[src/rtl/risc_spm_pkg.sv]
// Shared definitions for the RISC SPM core: opcodes, control-unit state
// encoding, and the bus mux select codes used by both the control unit
// and the datapath mux models.
package risc_spm_pkg;

   // Instruction opcodes (instr[7:4]); 9..15 are illegal and halt the core
   localparam logic [3:0] OP_NOP = 4'd0;
   localparam logic [3:0] OP_ADD = 4'd1;
   localparam logic [3:0] OP_SUB = 4'd2;
   localparam logic [3:0] OP_AND = 4'd3;
   localparam logic [3:0] OP_NOT = 4'd4;
   localparam logic [3:0] OP_RD  = 4'd5;
   localparam logic [3:0] OP_WR  = 4'd6;
   localparam logic [3:0] OP_BR  = 4'd7;
   localparam logic [3:0] OP_BRZ = 4'd8;

   // bus1 source select: 0..3 pick R0..R3 directly from the register field
   localparam logic [2:0] SEL1_R0 = 3'd0;
   localparam logic [2:0] SEL1_PC = 3'd4;

   // bus2 source select
   localparam logic [1:0] SEL2_ALU  = 2'd0;
   localparam logic [1:0] SEL2_BUS1 = 2'd1;
   localparam logic [1:0] SEL2_MEM  = 2'd2;

   // Control-unit states, binary encoded
   typedef enum logic [3:0] {
      S_IDLE = 4'd0,
      S_FET1 = 4'd1,
      S_FET2 = 4'd2,
      S_DEC  = 4'd3,
      S_EX1  = 4'd4,
      S_RD1  = 4'd5,
      S_RD2  = 4'd6,
      S_WR1  = 4'd7,
      S_WR2  = 4'd8,
      S_BR1  = 4'd9,
      S_BR2  = 4'd10,
      S_HALT = 4'd11
   } state_e;

endpackage

[src/rtl/control_unit.sv]
// Control FSM for the RISC SPM core. Sequences fetch, decode and execute
// and drives every datapath control; outputs are combinational from the
// current state and the IR contents. Illegal opcodes park the FSM in HALT.
// Optional macro CTRL_INSTR_CNT_EN adds a 16-bit retired-instruction
// counter on output instr_cnt.
module control_unit
   import risc_spm_pkg::*;
(
   input  logic        clk,
   input  logic        rst_n,
   input  logic [7:0]  instr,
   input  logic        z_flag,
   output logic        load_ir,
   output logic        load_pc,
   output logic        inc_pc,
   output logic        load_r0,
   output logic        load_r1,
   output logic        load_r2,
   output logic        load_r3,
   output logic [2:0]  sel_mux1,
   output logic [1:0]  sel_mux2,
   output logic        load_y,
   output logic        load_z,
   output logic        load_addr,
   output logic        write,
   output logic        halted
`ifdef CTRL_INSTR_CNT_EN
   ,
   output logic [15:0] instr_cnt
`endif
);

   state_e     state_q, state_d;
   logic [3:0] opcode;
   logic [1:0] src, dest;
   logic [3:0] load_r;

   assign opcode = instr[7:4];
   assign src    = instr[3:2];
   assign dest   = instr[1:0];

   assign load_r0 = load_r[0];
   assign load_r1 = load_r[1];
   assign load_r2 = load_r[2];
   assign load_r3 = load_r[3];

   // Next-state selection and control decode for the current state
   always_comb begin
      state_d   = state_q;
      load_ir   = 1'b0;
      load_pc   = 1'b0;
      inc_pc    = 1'b0;
      load_r    = '0;
      sel_mux1  = SEL1_R0;
      sel_mux2  = SEL2_ALU;
      load_y    = 1'b0;
      load_z    = 1'b0;
      load_addr = 1'b0;
      write     = 1'b0;
      halted    = 1'b0;

      case (state_q)
         S_IDLE: state_d = S_FET1;

         S_FET1: begin
            sel_mux1  = SEL1_PC;
            sel_mux2  = SEL2_BUS1;
            load_addr = 1'b1;
            inc_pc    = 1'b1;
            state_d   = S_FET2;
         end

         S_FET2: begin
            sel_mux2 = SEL2_MEM;
            load_ir  = 1'b1;
            state_d  = S_DEC;
         end

         S_DEC: begin
            case (opcode)
               OP_NOP: state_d = S_FET1;

               OP_ADD, OP_SUB, OP_AND: begin
                  sel_mux1 = {1'b0, src};
                  sel_mux2 = SEL2_BUS1;
                  load_y   = 1'b1;
                  state_d  = S_EX1;
               end

               OP_NOT: begin
                  sel_mux1     = {1'b0, src};
                  sel_mux2     = SEL2_ALU;
                  load_z       = 1'b1;
                  load_r[dest] = 1'b1;
                  state_d      = S_FET1;
               end

               // Memory and branch ops first point the address register at
               // the operand byte that follows the opcode
               OP_RD, OP_WR, OP_BR: begin
                  sel_mux1  = SEL1_PC;
                  sel_mux2  = SEL2_BUS1;
                  load_addr = 1'b1;
                  if (opcode == OP_RD)
                     state_d = S_RD1;
                  else if (opcode == OP_WR)
                     state_d = S_WR1;
                  else
                     state_d = S_BR1;
               end

               // Untaken BRZ steps the PC past its operand byte
               OP_BRZ: begin
                  if (z_flag) begin
                     sel_mux1  = SEL1_PC;
                     sel_mux2  = SEL2_BUS1;
                     load_addr = 1'b1;
                     state_d   = S_BR1;
                  end else begin
                     inc_pc  = 1'b1;
                     state_d = S_FET1;
                  end
               end

               default: state_d = S_HALT;
            endcase
         end

         S_EX1: begin
            sel_mux1     = {1'b0, dest};
            sel_mux2     = SEL2_ALU;
            load_z       = 1'b1;
            load_r[dest] = 1'b1;
            state_d      = S_FET1;
         end

         S_RD1: begin
            sel_mux2  = SEL2_MEM;
            load_addr = 1'b1;
            inc_pc    = 1'b1;
            state_d   = S_RD2;
         end

         S_RD2: begin
            sel_mux2     = SEL2_MEM;
            load_r[dest] = 1'b1;
            state_d      = S_FET1;
         end

         S_WR1: begin
            sel_mux2  = SEL2_MEM;
            load_addr = 1'b1;
            inc_pc    = 1'b1;
            state_d   = S_WR2;
         end

         S_WR2: begin
            sel_mux1 = {1'b0, src};
            write    = 1'b1;
            state_d  = S_FET1;
         end

         S_BR1: begin
            sel_mux2  = SEL2_MEM;
            load_addr = 1'b1;
            state_d   = S_BR2;
         end

         S_BR2: begin
            sel_mux2 = SEL2_MEM;
            load_pc  = 1'b1;
            state_d  = S_FET1;
         end

         S_HALT: begin
            halted  = 1'b1;
            state_d = S_HALT;
         end

         default: state_d = S_IDLE;
      endcase
   end

   // State register; reset abandons any instruction in flight
   always_ff @(posedge clk or negedge rst_n) begin
      if (!rst_n)
         state_q <= S_IDLE;
      else
         state_q <= state_d;
   end

`ifdef CTRL_INSTR_CNT_EN
   logic [15:0] instr_cnt_q;

   // Count instruction boundaries: every entry to FET1 except the first
   // one out of IDLE. HALT never re-enters FET1, so the count holds there.
   always_ff @(posedge clk or negedge rst_n) begin
      if (!rst_n)
         instr_cnt_q <= '0;
      else if (state_d == S_FET1 && state_q != S_IDLE)
         instr_cnt_q <= instr_cnt_q + 16'd1;
   end

   assign instr_cnt = instr_cnt_q;
`endif

endmodule
[config.mk]
export PLATFORM = sky130hd
export DESIGN_NAME = control_unit
export DESIGN_NICKNAME = d
export VERILOG_FILES = /design/src/rtl/risc_spm_pkg.sv /design/src/rtl/control_unit.sv
export SDC_FILE = /design/constraint.sdc
export NUM_CORES = 1
export LEC_CHECK = 0
export CELL_PAD_IN_SITES_DETAIL_PLACEMENT = 1
export CELL_PAD_IN_SITES_GLOBAL_PLACEMENT = 1
export CORE_MARGIN = 2
export CORE_UTILIZATION = 25
export DETAILED_ROUTE_END_ITERATION = 7
export PLACE_DENSITY_LB_ADDON = 0.2
export RECOVER_POWER = 50
export SYNTH_ARGS = -nofsm -noshare
export SYNTH_HDL_FRONTEND = slang
export SYNTH_SLANG_ARGS = --single-unit
[constraint.sdc]
create_clock -name clk -period 1.8 [get_ports clk]
set_input_delay 0.18 -clock clk [delete_from_list [all_inputs] [get_ports clk]]
set_output_delay 0.18 -clock clk [all_outputs]
set_load 0.005 [all_outputs]
==> run metrics, run 1 <==
status=finished with violations; failing checks=setup timing; Final Skew=0.00332 ns; Post-synth top flop=dfrtp_1; maximum VDD drop=0.852 mV; Top Family by Delay on Critical Path=buffers and inverters; sequential fraction of the synthesis area=0.193; HP Class=in -> async; share of cells above drive strength 1=0.447; max-slew violations=0; Iter 0 DRT Violations=9; max reg flops=4; Antenna Cells=0; CTS root buffer=clkbuf_4; Gate Count Post-Synth=73; Syn Nets=84; Critical-path top delay cell=or3b_4; Critical Path End Type=output pin; top cell type's share of synthesized area=0.193; Synth area leaders=dfrtp_1, nor2_1, nand2b_1; vias in the first global route=861; largest stage delay on the critical path=0.41 ns; DRC Markers=0; RePlAce Congestion=0.740; Via Count=775; Die Footprint=2460 um2; CTS H-tree depth=1; Core Rows=16; Max Fanout on Critical Path=2; dpl hpwl=1.70 mm; RSZ-0062 raised after global routing=yes; worst slew pin tran=0.303 ns; CTS tree=built; Seq cells post-synth=4; largest net degree at the start of global routing=12; Max-cap violations=0; worst skew pair latency=0.23 ns; Period minus WS final=1.81 ns; Core Box Area=1960 um2; port bufs=27; Min Hold Slack=0.220 ns; TritonRoute pass-1 iters=3; Biggest register=state_q; crit-path cells=dlygate4sd2_1, or3b_4, o41ai_4, buf_4, nor3b_2, buf_2; Inserted Clock Buffers=3; top cells by count, synth=nor2_1, a21oi_1, nand2_1; Worst Path Required=1.62 ns; number of synthesized flops with an enable pin=0; initial antenna violation count=0; hold_buf cts=0; type of origin of the critical path=input pin; Largest regs=state_q (4); distinct cell type count after synthesis=33; Worst-path clk slew=0.04 ns; Setup violations, final=2; cell area after layout=1080 um2; grt ovf=0; Buf/Inv on CP=3; post-route ant nets=0; async set-or-reset flop fraction in the synthesized netlist=1.00; Power Total=1.37 mW; final core utilization=0.551; post-synthesis cell area=519 um2; Net count, final=136; Post-Syn Area per Cell=7.11 um2; CP arrival=1.63 ns; critical path class=in -> out; most common cell in the netlist=nor2_1; area delta synth->final=108%; IO Pins=28; Yosys top cell by area=dfrtp_1; Placed Area=945 um2; Via-to-Cell Ratio=5.17; P per Cell Area=1270 nW/um2; fin crit share=1.00; Die H=49.6 um; yosys warns=0; Leakage=0.521 nW; total negative slack=-0.00783 ns; worst-case clock buffer depth=2; fin worst setup slack=-0.00720 ns; WL/cell=16.2 um; final hold vios=0; Tot GR Track Use=0.209; DRT Wirelength=2.44 mm; Starting Density=0.265; Die X=49.6 um; CTS Sinks=4; first-pass GRT wire length=3.95 mm; Max Clk Rate=553 MHz; Slew Limit Headroom=0.797
[cells in the final DEF (no fill, tap or decap), drive strengths merged, types with 2 or more instances in the layout]
master / instances
nor2b: 2
clkdlybuf4s50: 5
buf: 29
nand3: 2
nor3: 2
a22o: 2
dlygate4sd2: 12
nand2b: 5
o21ai: 3
a221oi: 2
or2: 2
inv: 2
nor3b: 2
a21oi: 6
nor2: 9
o31ai: 3
dfrtp: 4
clkbuf: 5
clkdlybuf4s15: 3
nand2: 6
nor4b: 2
or3b: 2
a31oi: 2
[stage by stage]
step / setup slack, ns / instances
floorplan: 0.346 / 73
finish: -0.00720 / 150
global route: -0.0498 / 150
detailed placement: -0.511 / 142
CTS: 0.000729 / 150
global placement: -0.380 / 142
[worst register-to-register path: stages, from the launching register on]
cell and delay, ns:
dfrtp_1 0.41, or2_4 0.29, buf_4 0.16, nor2_1 0.20, a21oi_1 0.07, o31ai_1 0.07
[layer usage]
| layer | vias up | global-route usage | part of all wire |
|---|---|---|---|
| met5 | - | 0 | 0 |
| met4 | 0 | 0.0509 | 0 |
| met3 | 0 | 0.0212 | 0.022 |
| met2 | 20 | 0.422 | 0.57 |
| met1 | 383 | 0.227 | 0.41 |
| li1 | 372 | - | - |
[worst paths after layout]
kind / startpoint / cells past startpoint / slack, ns / end
hold reg to reg: state_q[2] / 2 / 0.68 / state_q[1]
setup reg to reg: state_q[3] / 5 / 0.51 / state_q[1]
setup / recovery: instr[4] / 6 / -0.007 / load_r0
max in group asynchronous: rst_n / 1 / 1.39 / state_q[2]
min in group clk: instr[5] / 5 / 0.56 / state_q[2]
hold / removal: rst_n / 1 / 0.22 / state_q[3]
[cell type report]
type	count	area (um2)
fillers	264	881
multi-input cells	62	492
repair buffers	52	424
flip-flops and latches	4	101
well taps	27	33.8
clock buffers	3	22.5
inverters	2	7.51
[what timing repair did]
item	CTS	global route
resized for setup	56	15
hold endpoints to repair	0	0
setup endpoints to repair	17	10
pin swaps	8	4
setup buffers	5	1
[logic make-up after synthesis]
family | Yosys count | synth area share
AOI/OAI and AO/OA | 23 | 0.316
buffers and inverters | 7 | 0.0699
xor gates and xnor gates | 1 | 0.0169
and+or+nand+nor | 38 | 0.405
DFF | 4 | 0.193
[power by group]
group / internal, mW / switching [mW]
logic: 0.557 / 0.513
registers: 0.132 / 0.0537
clock network: 0.0747 / 0.0379
Power figures use the tool's default switching activity.
==> run 2: changes to the inputs <==
--- a/config.mk
+++ b/config.mk
@@ -9,8 +9,10 @@
 export CELL_PAD_IN_SITES_GLOBAL_PLACEMENT = 1
 export CORE_MARGIN = 2
 export CORE_UTILIZATION = 25
+export CTS_CLUSTER_DIAMETER = 100
+export CTS_CLUSTER_SIZE = 25
 export DETAILED_ROUTE_END_ITERATION = 7
-export PLACE_DENSITY_LB_ADDON = 0.2
+export PLACE_DENSITY_LB_ADDON = 0.1
 export RECOVER_POWER = 50
 export SYNTH_ARGS = -nofsm -noshare
 export SYNTH_HDL_FRONTEND = slang
==> run 2 against run 1 <==
Net effect:
- the run still ends with setup timing left
- final area grew 5.3%
- sequential share of layout area decreased by 0.58 points
- non-clock buffer count up 5
- die area stayed put
- utilization rose by 2.9 points
- cell count rose by 3.3%
- worst setup slack worse by 0.15 ns
- largest cell class unchanged
==> run metrics, run 2 (synthesis results as in run 1) <==
clock share of power=0.086; switching part of the total=0.442; initial antenna violation count=0; P per Cell Area=1260 nW/um2; Setup violations, final=7; Core Rows=16; cell count after placement=142; IO Pins=28; largest net degree at the start of global routing=12; Max Fanout on Critical Path=4; share of cells above drive strength 1=0.461; Iter 0 DRT Violations=11; cell area after layout=1140 um2; most common library cell in the layout ignoring fill and taps=buf_4; DRT Wirelength=2.56 mm; Largest regs=state_q (4); Int Pwr=0.803 mW; post-route ant nets=0; failing checks=setup timing; Via-to-Cell Ratio=5.06; CTS Sinks=4; Core Box Area=1960 um2; grt ovf=0; Worst-path clk slew=0.04 ns; first-pass GRT wire length=3.59 mm; CTS H-tree depth=1; worst skew pair latency=0.26 ns; Via Count=784; Slew Limit Headroom=0.769; port bufs=27; max-slew violations=0; Max Clk Rate=512 MHz; Final Skew=0.00843 ns; Biggest register=state_q; fin crit share=1.09; Period minus WS final=1.95 ns; final core utilization=0.580; fin worst setup slack=-0.154 ns; RePlAce Congestion=0.771; worst slew pin tran=0.347 ns; Power Total=1.44 mW; commonest non-fill, non-tap cells in the layout=buf_4, dlygate4sd2_1, buf_2; CP arrival=1.77 ns; area delta synth->final=119%; critical path class=reg -> out; Tot GR Track Use=0.194; final hold vios=0; Inserted Clock Buffers=3; Max-cap violations=0; Starting Density=0.265; combinational power share=0.786; CTS tree=built; Net count, final=141; Min Hold Slack=0.201 ns; Antenna Cells=0; type of origin of the critical path=register; WL/cell=16.5 um; max reg flops=4; RSZ-0062 raised after global routing=yes; Placed Area=945 um2; status=finished with violations; TritonRoute pass-1 iters=4; Leakage=0.562 nW; Critical Path End Type=output pin; dpl hpwl=1.55 mm; worst-case clock buffer depth=2; P_sw=0.636 mW; Die Footprint=2460 um2; Die X=49.6 um; HP Class=in -> async; Flop pwr share=0.128; DRC Markers=0; CTS root buffer=clkbuf_4; Post-Layout Cell Count=155; vias in the first global route=803; Worst Path Required=1.62 ns; maximum VDD drop=0.765 mV; Die H=49.6 um
-- run 2: per-layer routing --
metal	global-route usage	part of all wire	routed length, um
met4	0.130	0.043	110
met1	0.216	0.42	1070
met5	0	0	0
met2	0.327	0.50	1290
met3	0.0424	0.036	93
-- run 2: final timing paths --
check	depth (start not counted)	end	slack (ns)	startpoint
max reg2reg	5	state_q[1]	0.40	state_q[3]
min reg2reg	3	state_q[1]	0.78	state_q[0]
min	1	state_q[0]	0.20	rst_n
min in group clk	6	state_q[2]	0.63	instr[5]
max	6	load_r3	-0.15	state_q[3]
max in group asynchronous	1	state_q[2]	1.41	rst_n
-- run 2: final cells by class --
cell class,count,area [um2]
Multi-Input combinational cell,62,507
Inverter,2,7.51
Timing Repair Buffer,57,468
Tap cell,27,33.8
Clock buffer,3,22.5
Fill cell,253,823
Sequential cell,4,100
-- run 2: stage by stage --
stage	setup TNS, ns	setup slack [ns]
4_1_cts	-0.656	-0.156
2_1_floorplan	0	0.346
3_5_place_dp	-4.40	-0.475
3_3_place_gp	-3.86	-0.380
5_1_grt	-1.46	-0.229
6_report	-0.593	-0.154
-- run 2: critical path, stage by stage, from the launching register on --
cell	delay (ns)
dfrtp_1	0.41
or2_4	0.29
o41ai_4	0.32
nand2_1	0.15
buf_6	0.15
nor2_4	0.07
buf_2	0.13
-- run 2: power groups by stage --
stage | Combinational [mW] | Sequential, mW | Clock, mW
6_report | 1.13 | 0.184 | 0.124
5_1_grt | 1.23 | 0.186 | 0.134
4_1_cts | 0.962 | 0.168 | 0.117
3_5_place_dp | 0.935 | 0.166 | 0
3_3_place_gp | 0.923 | 0.166 | 0
2_1_floorplan | 0.437 | 0.158 | 0
-- run 2: what timing repair did --
action                                  in CTS  in global routing
endpoints found under the setup margin      17                  9
pin swaps                                    4                  4
setup buffers                                7                  6
hold buffers                                 0                  0
gates resized for setup                     50                 21
